**src/rtl/scr_fault_pkg.sv**
```systemverilog
// Shared constants for the SCR fault latch: channel map and default timing.
package scr_fault_pkg;

    localparam int NUM_CH         = 4;

    // Bit positions in o_alarm
    localparam int CH_FWD_STATE   = 0;
    localparam int CH_NEG_STATE   = 1;
    localparam int CH_FWD_BOD     = 2;
    localparam int CH_NEG_BOD     = 3;

    // Defaults sized for the 50 MHz board clock
    localparam int CONFIRM_N_DEF  = 3;
    localparam int TIMEOUT_DEF    = 1000000;
    localparam int BLINK_HALF_DEF = 12500000;

endpackage

```
**src/rtl/scr_fault_channel.sv**
```systemverilog
// One fault channel: arm bit, saturating confirm counter and alarm latch.
// flush drops arm/count (forbid or clear); clr additionally drops the alarm.
module scr_fault_channel
    import scr_fault_pkg::*;
#(
    parameter int CONFIRM_N = CONFIRM_N_DEF
) (
    input  logic clk,
    input  logic rst_n,
    input  logic stb,
    input  logic flag,
    input  logic flush,
    input  logic clr,
    output logic alarm
);

    localparam logic [3:0] CNT_MAX = 4'(CONFIRM_N);

    logic       arm_q,   arm_d;
    logic [3:0] cnt_q,   cnt_d;
    logic       alarm_q, alarm_d;

    // Next state: clear beats everything, so a colliding strobe is discarded
    always_comb begin
        arm_d   = arm_q;
        cnt_d   = cnt_q;
        alarm_d = alarm_q;
        if (clr) begin
            arm_d   = 1'b0;
            cnt_d   = '0;
            alarm_d = 1'b0;
        end else if (flush) begin
            arm_d = 1'b0;
            cnt_d = '0;
        end else if (stb) begin
            if (!arm_q) begin
                // first strobe only arms: the detector result is stale here
                arm_d = 1'b1;
            end else if (flag) begin
                cnt_d = (cnt_q >= CNT_MAX) ? CNT_MAX : cnt_q + 4'd1;
                if (cnt_d == CNT_MAX) alarm_d = 1'b1;
            end else begin
                cnt_d = '0;
            end
        end
    end

    // State registers
    always_ff @(posedge clk or negedge rst_n) begin
        if (!rst_n) begin
            arm_q   <= 1'b0;
            cnt_q   <= '0;
            alarm_q <= 1'b0;
        end else begin
            arm_q   <= arm_d;
            cnt_q   <= cnt_d;
            alarm_q <= alarm_d;
        end
    end

    assign alarm = alarm_q;

endmodule

```
**src/rtl/scr_fault_latch.sv**
```systemverilog
// SCR fault latch: synchronises trigger/forbid/clear pins, confirms detector
// flags per channel, drives a blinking alarm LED and a trigger-loss flag.
module scr_fault_latch
    import scr_fault_pkg::*;
#(
    parameter int CONFIRM_N  = CONFIRM_N_DEF,
    parameter int TIMEOUT    = TIMEOUT_DEF,
    parameter int BLINK_HALF = BLINK_HALF_DEF
) (
    input  logic              i_clk_50m,
    input  logic              i_rst_n,
    input  logic              i_signal_forward,
    input  logic              i_signal_negative,
    input  logic              i_signal_forbid,
    input  logic              i_clear,
    input  logic              i_SCR_forward_state,
    input  logic              i_SCR_negative_state,
    input  logic              i_SCR_forward_BOD,
    input  logic              i_SCR_negative_BOD,
    output logic [NUM_CH-1:0] o_alarm,
    output logic              o_alarm_any,
    output logic              o_led,
    output logic              o_trig_lost
);

    localparam int TW = $clog2(TIMEOUT + 1);
    localparam int BW = (BLINK_HALF > 1) ? $clog2(BLINK_HALF) : 1;

    // Pin bundle order: {clear, forbid, negative, forward}
    logic [3:0] meta_q, meta_d, sync_q, sync_d, prev_q, prev_d;
    logic       forbid, clr_edge, fwd_stb, neg_stb, flush;

    logic [NUM_CH-1:0] ch_stb, ch_flag, alarm;

    logic [TW-1:0] tcnt_q, tcnt_d;
    logic          lost_q, lost_d;
    logic [BW-1:0] bcnt_q, bcnt_d;
    logic          led_q, led_d, act_q, act_d, any;

    // Two-flop synchroniser plus one delay flop for edge detection
    always_comb begin
        meta_d = {i_clear, i_signal_forbid, i_signal_negative, i_signal_forward};
        sync_d = meta_q;
        prev_d = sync_q;
    end

    assign forbid   = sync_q[2];
    assign clr_edge = sync_q[3] & ~prev_q[3];
    assign fwd_stb  = sync_q[0] & ~prev_q[0] & ~forbid;
    assign neg_stb  = sync_q[1] & ~prev_q[1] & ~forbid;
    assign flush    = forbid | clr_edge;

    // Forward edges judge the negative-side result and vice versa
    always_comb begin
        ch_stb                = '0;
        ch_flag               = '0;
        ch_stb[CH_FWD_STATE]  = neg_stb;
        ch_stb[CH_NEG_STATE]  = fwd_stb;
        ch_stb[CH_FWD_BOD]    = fwd_stb;
        ch_stb[CH_NEG_BOD]    = neg_stb;
        ch_flag[CH_FWD_STATE] = i_SCR_forward_state;
        ch_flag[CH_NEG_STATE] = i_SCR_negative_state;
        ch_flag[CH_FWD_BOD]   = i_SCR_forward_BOD;
        ch_flag[CH_NEG_BOD]   = i_SCR_negative_BOD;
    end

    for (genvar g = 0; g < NUM_CH; g++) begin : g_ch
        scr_fault_channel #(.CONFIRM_N(CONFIRM_N)) u_ch (
            .clk   (i_clk_50m),
            .rst_n (i_rst_n),
            .stb   (ch_stb[g]),
            .flag  (ch_flag[g]),
            .flush (flush),
            .clr   (clr_edge),
            .alarm (alarm[g])
        );
    end

    assign any = |alarm;

    // Trigger-loss watchdog: held at zero while forbidden, saturates at TIMEOUT
    always_comb begin
        tcnt_d = tcnt_q;
        if (forbid || fwd_stb || neg_stb) tcnt_d = '0;
        else if (tcnt_q != TW'(TIMEOUT))  tcnt_d = tcnt_q + 1'b1;
        lost_d = (tcnt_q == TW'(TIMEOUT)) & ~forbid;
    end

    // LED blink: switch on right after the first alarm, then toggle each half period
    always_comb begin
        bcnt_d = '0;
        led_d  = 1'b0;
        act_d  = any;
        if (any) begin
            if (!act_q) begin
                led_d = 1'b1;
            end else if (bcnt_q == BW'(BLINK_HALF - 1)) begin
                led_d = ~led_q;
            end else begin
                led_d  = led_q;
                bcnt_d = bcnt_q + 1'b1;
            end
        end
    end

    // Registers
    always_ff @(posedge i_clk_50m or negedge i_rst_n) begin
        if (!i_rst_n) begin
            meta_q <= '0;
            sync_q <= '0;
            prev_q <= '0;
            tcnt_q <= '0;
            lost_q <= 1'b0;
            bcnt_q <= '0;
            led_q  <= 1'b0;
            act_q  <= 1'b0;
        end else begin
            meta_q <= meta_d;
            sync_q <= sync_d;
            prev_q <= prev_d;
            tcnt_q <= tcnt_d;
            lost_q <= lost_d;
            bcnt_q <= bcnt_d;
            led_q  <= led_d;
            act_q  <= act_d;
        end
    end

    assign o_alarm     = alarm;
    assign o_alarm_any = any;
    assign o_led       = led_q;
    assign o_trig_lost = lost_q;

endmodule

```
**config.mk**
```make
export PLATFORM = sky130hd
export DESIGN_NAME = scr_fault_latch
export DESIGN_NICKNAME = d
export VERILOG_FILES = /design/src/rtl/scr_fault_pkg.sv /design/src/rtl/scr_fault_channel.sv /design/src/rtl/scr_fault_latch.sv
export SDC_FILE = /design/constraint.sdc
export NUM_CORES = 1
export LEC_CHECK = 0
export ABC_AREA = 1
export CAP_MARGIN = 30
export CORE_ASPECT_RATIO = 1.2
export CORE_UTILIZATION = 54
export CTS_CLUSTER_DIAMETER = 50
export DETAILED_ROUTE_END_ITERATION = 12
export GPL_ROUTABILITY_DRIVEN = 0
export HOLD_SLACK_MARGIN = 0.12
export PLACE_DENSITY = 0.82
export SYNTH_ARGS = -nofsm -noshare
export SYNTH_HDL_FRONTEND = slang
export SYNTH_SLANG_ARGS = --single-unit
```
**constraint.sdc**
```tcl
create_clock -name i_clk_50m -period 1.3 [get_ports i_clk_50m]
set_input_delay 0.13 -clock i_clk_50m [delete_from_list [all_inputs] [get_ports i_clk_50m]]
set_output_delay 0.13 -clock i_clk_50m [all_outputs]
set_load 0.005 [all_outputs]
```
==> results of run 1 <==
cell families after synthesis:
family	after synthesis	synth area share [%]
AO/OA/AOI/OAI	31	4.344
XOR/XNOR	11	2.389
adder cells (fa/ha/maj)	7	2.172
buffers and inverters	75	7.570
flip-flops	80	49.64
AND/OR/NAND/NOR	318	33.88
report_power, final:
part | internal (W) | leakage [nW] | switching, W
clock | 0.000964 | 0.107 | 0.00102
combinational | 0.000117 | 1.22 | 0.000163
sequential | 0.00251 | 1.08 | 0.0000228
total | 0.00359 | 2.41 | 0.00120
registers in the layout, summed over array words and instances (netlist names):
register	count
bcnt_q	24
tcnt_q	20
g_ch.u_ch.cnt_q	16
g_ch.u_ch.alarm	4
meta_q	4
prev_d	4
prev_q	3
g_ch.u_ch.arm_q	2
act_q	1
o_led	1
o_trig_lost	1
Yosys cell counts, drive strengths merged:
library cell,instances
a21boi,1
a21oi,14
a22oi,1
a31oi,1
buf,6
clkbuf,1
dfrtp,80
ha,7
inv,68
nand2,126
nand3,41
nand4,14
nor2,127
nor3,9
o21ai,13
o21bai,1
or2,1
xnor2,3
xor2,8
layout by cell type, fill, tap and decap left out, types with 2 or more instances in the layout:
| cell type | n |
|---|---|
| nand2_1 | 109 |
| nor2_1 | 85 |
| dfrtp_1 | 75 |
| buf_4 | 72 |
| inv_1 | 63 |
| nand3_1 | 32 |
| nor2_2 | 25 |
| nor2_4 | 17 |
| nand4_1 | 14 |
| nand2_2 | 12 |
| a21oi_1 | 10 |
| clkbuf_8 | 10 |
| xor2_1 | 8 |
| clkdlybuf4s50_1 | 8 |
| o21ai_1 | 7 |
| buf_6 | 7 |
| nand3_2 | 5 |
| nand2_4 | 5 |
| dlygate4sd2_1 | 5 |
| dfrtp_2 | 5 |
| inv_2 | 4 |
| nand3_4 | 4 |
| nor3_1 | 4 |
| o21ai_0 | 4 |
| a21oi_2 | 4 |
| ha_1 | 4 |
| nor3_2 | 3 |
| xnor2_1 | 3 |
| clkinv_4 | 3 |
| nor3_4 | 2 |
| o21ai_2 | 2 |
| ha_4 | 2 |
| inv_6 | 2 |
| buf_12 | 2 |
final timing paths:
path | start | endpoint | slack [ns] | cells past startpoint
worst max register to register | tcnt_q[3]$_DFFE_PN0P_ | o_trig_lost$_DFF_PN0_ | -0.21 | 7
worst min-delay path | i_clear | meta_q[3]$_DFF_PN0_ | 0.20 | 1
worst max-delay path | tcnt_q[3]$_DFFE_PN0P_ | o_trig_lost$_DFF_PN0_ | -0.21 | 7
worst min register to register | meta_q[2]$_DFF_PN0_ | prev_d[2]$_DFF_PN0_ | 0.36 | 0
min in group asynchronous | i_rst_n | bcnt_q[20]$_DFF_PN0_ | 0.23 | 2
max in group asynchronous | i_rst_n | tcnt_q[4]$_DFFE_PN0P_ | 0.54 | 3
per-stage QoR:
step,worst slack (ns),TNS [ns],std cells
after floorplan,-0.03853,-0.3450,522
after global placement,-0.1069,-1.523,673
after detailed placement,-0.1548,-3.491,673
after CTS,-0.1042,-2.517,705
after global routing,-0.2755,-8.821,718
final,-0.2067,-5.243,718
worst register-to-register path, stage by stage, from the launching register on:
cell     delay, ns
dfrtp_2       0.46
inv_1         0.11
nand2_1       0.10
nor3_4        0.19
nand2_1       0.13
nor2_2        0.21
nand2_1       0.09
nor2_1        0.14
metal layers:
| metal | GRT usage [%] | share of wire [%] | routed length, um | vias to the layer above |
|---|---|---|---|---|
| met4 | 14.70 | 5.0 | 586 | 0 |
| li1 | - | - | - | 1841 |
| met5 | 0 | 0 | 0 | - |
| met2 | 48.29 | 54 | 6287 | 172 |
| met3 | 6.698 | 4.9 | 569 | 65 |
| met1 | 29.69 | 36 | 4223 | 1969 |
what timing repair did:
item | in CTS | in global routing
buffers inserted | 15 | 14
gates resized for setup | 46 | 75
hold buffers | 1 | 0
hold endpoints to repair | 80 | 0
pin swaps | 10 | 33
endpoints found under the setup margin | 53 | 56
cell type report:
type | instances | area, um^2
flip-flops and latches | 80 | 2008
well taps | 90 | 112.6
clock inverters | 6 | 73.82
clock buffers | 10 | 137.6
inverters | 68 | 259.0
multi-input cells | 367 | 2076
repair buffers | 97 | 808.3
fillers | 434 | 1757
==> implementation parameters, run 1 <==
Parameter                              Value

Setup path
  Crit Path Class ... reg -> reg
  Cell with the largest stage delay on the worst path ... dfrtp_2
  Critical path fanouts, max ... 5
  Required time reported for the critical path endpoint ... 1.58 ns
  Number of buffer and inverter instances along the worst setup path ... 1
  Cell type group with the largest total delay on the critical path ... simple AND/OR/NAND/NOR gates
  Sort of element at the end of the critical path ... flip-flop
  Slowest stage delay, CP ... 0.46 ns
  CP Launch Type ... flip-flop
  Data arrival time of the worst path ... 1.79 ns
  Most common cell on crit path ... nand2_1
  Worst path cell trace ... inv_1, nand2_1, nor3_4, nand2_1, nor2_2, nand2_1, nor2_1

Floorplanning
  Area of the core ... 7232 um^2
  Chip height ... 96.67 um
  Starting Density ... 55.76%
  Site row count ... 34
  Top Ports ... 17
  Die span in x ... 80.89 um
  Die area ... 7819 um^2

Timing
  Worst max-slew margin expressed relative to the limit ... 71.99%
  Final critical-path share of the clock period ... 115.9%
  Transition time at the pin with the least slew margin ... 0.4201 ns
  Max-slew violation total from the final report ... 0
  Worst slack on hold paths ... 0.2049 ns
  Clk_skew ... 0.01607 ns
  Post-layout worst setup margin ... -0.2067 ns
  Unrepaired setup endpoints after global routing ... true
  Number of failing setup endpoints in the final timing report ... 45
  Fmax ... 0.6637 GHz
  Final critical-path required period ... 1.507 ns
  Total count of hold-check failures in the final report ... 0

Clock network
  Buffer depth of the longest clock path ... 2
  Htree depth ... 3
  Clock tree from TritonCTS ... done
  CTS clock-pin slew for the worst setup and hold paths ... 0.09 ns
  Clock latency on the worst-skew pair ... 0.37 ns
  Cts bufs inserted ... 9
  # clock sinks ... 80
  Clock Root Buffer ... clkbuf_8

Placed design
  DP Area ... 4686 um^2
  Placed wire-length estimate after detailed placement ... 6558 um
  I/O Buffers ... 16

Yosys
  Sequential share of the synthesized area ... 49.64%
  Net count after synthesis ... 539
  Synthesized instance count ... 522
  Leading cell types by total area after synthesis ... dfrtp_1, nand2_1, nor2_1
  Share of the synthesized area in the top cell type ... 49.64%
  Number of synthesized register bits ... 80
  Post-Syn Area per Cell ... 7.725 um^2
  Synthesized area ... 4033 um^2
  Unique cell type count in the Yosys netlist ... 26
  Area leader, netlist ... dfrtp_1
  Number of synthesis warnings ... 0

Run status
  Violated checks ... negative setup slack
  Result of the run ... finished, violations left

Finish
  Area growth syn-to-layout ... 35.77%
  Final Instance Area ... 5475 um^2
  Fraction of layout cells with a size suffix above 1 ... 30.57%
  Final Util ... 75.71%
  Diode insertion count for antenna repair ... 0
  Total number of nets in the final design ... 640

Drt
  Final routed DRC violation total ... 0
  Via count of the routed design ... 4047
  Routed WL ... 11670 um
  Antenna violation net count after detailed routing ... 0
  Routed vias/inst ... 5.636
  Number of detailed-route iterations in the first pass ... 5
  Final routed wire length divided by cell count ... 16.25 um
  Initial detailed-routing violation count ... 226

Pwr
  Power per standard cell area ... 875.9 nW/um^2
  Final total power ... 0.004796 W
  Leak ... 2.409 nW
  Worst VDD drop ... 0.8746 mV

Global routing
  Vias in the first global route ... 3864
  Antenna violations before repair ... 0
  First-pass GRT wire length ... 16510 um
  Maximum number of pins on one net before global-route repair ... 33
  Gr ovfl total ... 0
  Global routing usage summed across all routing layers ... 27.58%

Run
  Count of maximum capacitance violations ... 0

Hold path
  Path type of the worst min-delay path ... in -> reg
No activity file was read; power rests on OpenSTA's default activity.
==> run 2: changes to the inputs <==
- CORE_ASPECT_RATIO: 1.2 -> default
==> implementation parameters, run 2 (synthesis gave the netlist of run 1 again) <==
Parameter                              Value

Timing
  Worst max-slew margin expressed relative to the limit ... 71.05%
  Number of failing setup endpoints in the final timing report ... 43
  Worst slack on hold paths ... 0.1950 ns
  Unrepaired setup endpoints after global routing ... true
  Final critical-path required period ... 1.535 ns
  Clk_skew ... 0.02475 ns
  Post-layout worst setup margin ... -0.2349 ns
  Max-slew violation total from the final report ... 0
  Total count of hold-check failures in the final report ... 0
  Transition time at the pin with the least slew margin ... 0.4342 ns
  Final critical-path share of the clock period ... 118.1%
  Fmax ... 0.6515 GHz

Finish
  Final Util ... 76.33%
  Final Instance Area ... 5537 um^2
  Fraction of layout cells with a size suffix above 1 ... 32.00%
  Diode insertion count for antenna repair ... 0
  Largest registers ... bcnt_q: 24 flops, tcnt_q: 20 flops, g_ch.u_ch.cnt_q: 16 flops
  Non-Filler Instances ... 724
  Area growth syn-to-layout ... 37.29%
  Largest register FFs ... 24
  Total number of nets in the final design ... 637
  Top register by number of flip-flops ... bcnt_q
  Most frequent standard cell in the layout excluding fill and tap cells ... nand2_1
  Commonest cells after routing, fill and taps aside ... nand2_1, nor2_1, dfrtp_1

Drt
  Initial detailed-routing violation count ... 488
  Routed WL ... 12470 um
  Final routed wire length divided by cell count ... 17.23 um
  Antenna violation net count after detailed routing ... 0
  Via count of the routed design ... 4142
  Number of detailed-route iterations in the first pass ... 11
  Final routed DRC violation total ... 1
  Routed vias/inst ... 5.721

Clock network
  Clock latency on the worst-skew pair ... 0.38 ns
  CTS clock-pin slew for the worst setup and hold paths ... 0.10 ns
  Clock tree from TritonCTS ... done
  Clock Root Buffer ... clkbuf_8
  Htree depth ... 3
  Buffer depth of the longest clock path ... 2
  # clock sinks ... 80
  Cts bufs inserted ... 9

Setup path
  Worst reg-to-reg setup slack ... -0.23 ns
  Data arrival time of the worst path ... 1.78 ns
  Critical path fanouts, max ... 16
  CP Launch Type ... flip-flop
  Sort of element at the end of the critical path ... flip-flop
  Required time reported for the critical path endpoint ... 1.55 ns
  Number of cells on the worst reg-to-reg path ... 8
  Worst r2r dst ... bcnt_q[22]$_DFF_PN0_
  Beginning of the worst register-to-register path ... bcnt_q[15]$_DFF_PN0_
  Crit Path Class ... reg -> reg

Pwr
  Worst VDD drop ... 0.7819 mV
  Leak ... 2.426 nW
  Power per standard cell area ... 908.1 nW/um^2
  Final total power ... 0.005027 W

Hold path
  Sink of the worst hold path ... meta_q[2]$_DFF_PN0_
  Path type of the worst min-delay path ... in -> reg
  Startpoint of the most critical hold path ... i_signal_forbid
  Hold Path Depth ... 1

Run
  Count of maximum capacitance violations ... 0

Placed design
  I/O Buffers ... 16
  DP Area ... 4657 um^2
  Instance count after placement with tap cells included ... 675
  Placed wire-length estimate after detailed placement ... 6296 um

Floorplanning
  Site row count ... 31
  Starting Density ... 55.60%
  Die area ... 7817 um^2
  Area of the core ... 7253 um^2
  Chip height ... 88.42 um
  Die span in x ... 88.42 um
  Top Ports ... 17

Global routing
  Vias in the first global route ... 3705
  Gr ovfl total ... 0
  First-pass GRT wire length ... 16690 um
  Antenna violations before repair ... 0
  Global routing usage summed across all routing layers ... 27.95%
  Maximum number of pins on one net before global-route repair ... 81

Run status
  Result of the run ... finished, violations left
  Violated checks ... design-rule violations, negative setup slack
==> run 2: final cells by class <==
type                            instances  area, um^2
Multi-Input combinational cell        368        2106
Clock buffer                            9       123.9
Tap cell                               99       123.9
Fill cell                             418        1717
Clock inverter                          7       111.4
Sequential cell                        80        2007
Timing Repair Buffer                   93       803.3
Inverter                               68       261.5
==> run 2: how the worst max path moves through the flow <==
| stage | start | endpoint |
|---|---|---|
| after floorplan | bcnt_q[0]$_DFF_PN0_ | bcnt_q[17]$_DFF_PN0_ |
| after global placement | bcnt_q[1]$_DFF_PN0_ | bcnt_q[22]$_DFF_PN0_ |
| after detailed placement | bcnt_q[1]$_DFF_PN0_ | bcnt_q[16]$_DFF_PN0_ |
| after CTS | bcnt_q[1]$_DFF_PN0_ | bcnt_q[16]$_DFF_PN0_ |
| after global routing | bcnt_q[15]$_DFF_PN0_ | bcnt_q[22]$_DFF_PN0_ |
| final | bcnt_q[15]$_DFF_PN0_ | bcnt_q[22]$_DFF_PN0_ |
==> run 2: metrics by stage <==
step,setup slack (ns),TNS (ns)
after floorplan,-0.03853,-0.3450
after global placement,-0.1132,-2.071
after detailed placement,-0.1938,-3.820
after CTS,-0.1650,-4.083
after global routing,-0.4259,-12.17
final,-0.2349,-6.929
==> run 2: power by group <==
group          internal [W]  total, W  switching (W)  leakage [nW]
clock network       0.00112   0.00219        0.00107         0.118
registers           0.00251   0.00254      0.0000234          1.08
logic              0.000127  0.000301       0.000174          1.22
==> run 2: timing repair <==
item | CTS | global route
setup buffers | 14 | 20
endpoints found under the hold margin | 80 | 0
setup endpoints to repair | 50 | 64
pin swaps | 11 | 33
cloned | 1 | 0
hold buffers | 1 | 0
gates resized for setup | 39 | 94
==> run 2: layer usage <==
metal,share of wire (%),GRT usage (%),wire length (um)
met4,4.2,14.08,527
met5,0,0,0
met1,36,34.41,4507
met2,51,47.83,6406
met3,8.3,4.384,1030
==> run 2: worst max-delay path, cell delays in order (launching register included) <==
cell	delay (ns)
dfrtp_1	0.47
nand2_1	0.11
nor2_1	0.15
nand3_2	0.18
nor2_4	0.17
nor2_4	0.06
buf_12	0.15
nand2_2	0.07
nor2_1	0.05
==> run 3: changes to the inputs <==
- HOLD_SLACK_MARGIN: 0.12 -> default
==> results of run 3 <==
Same layout as run 2: the final DEF is identical, and so are final timing and power.
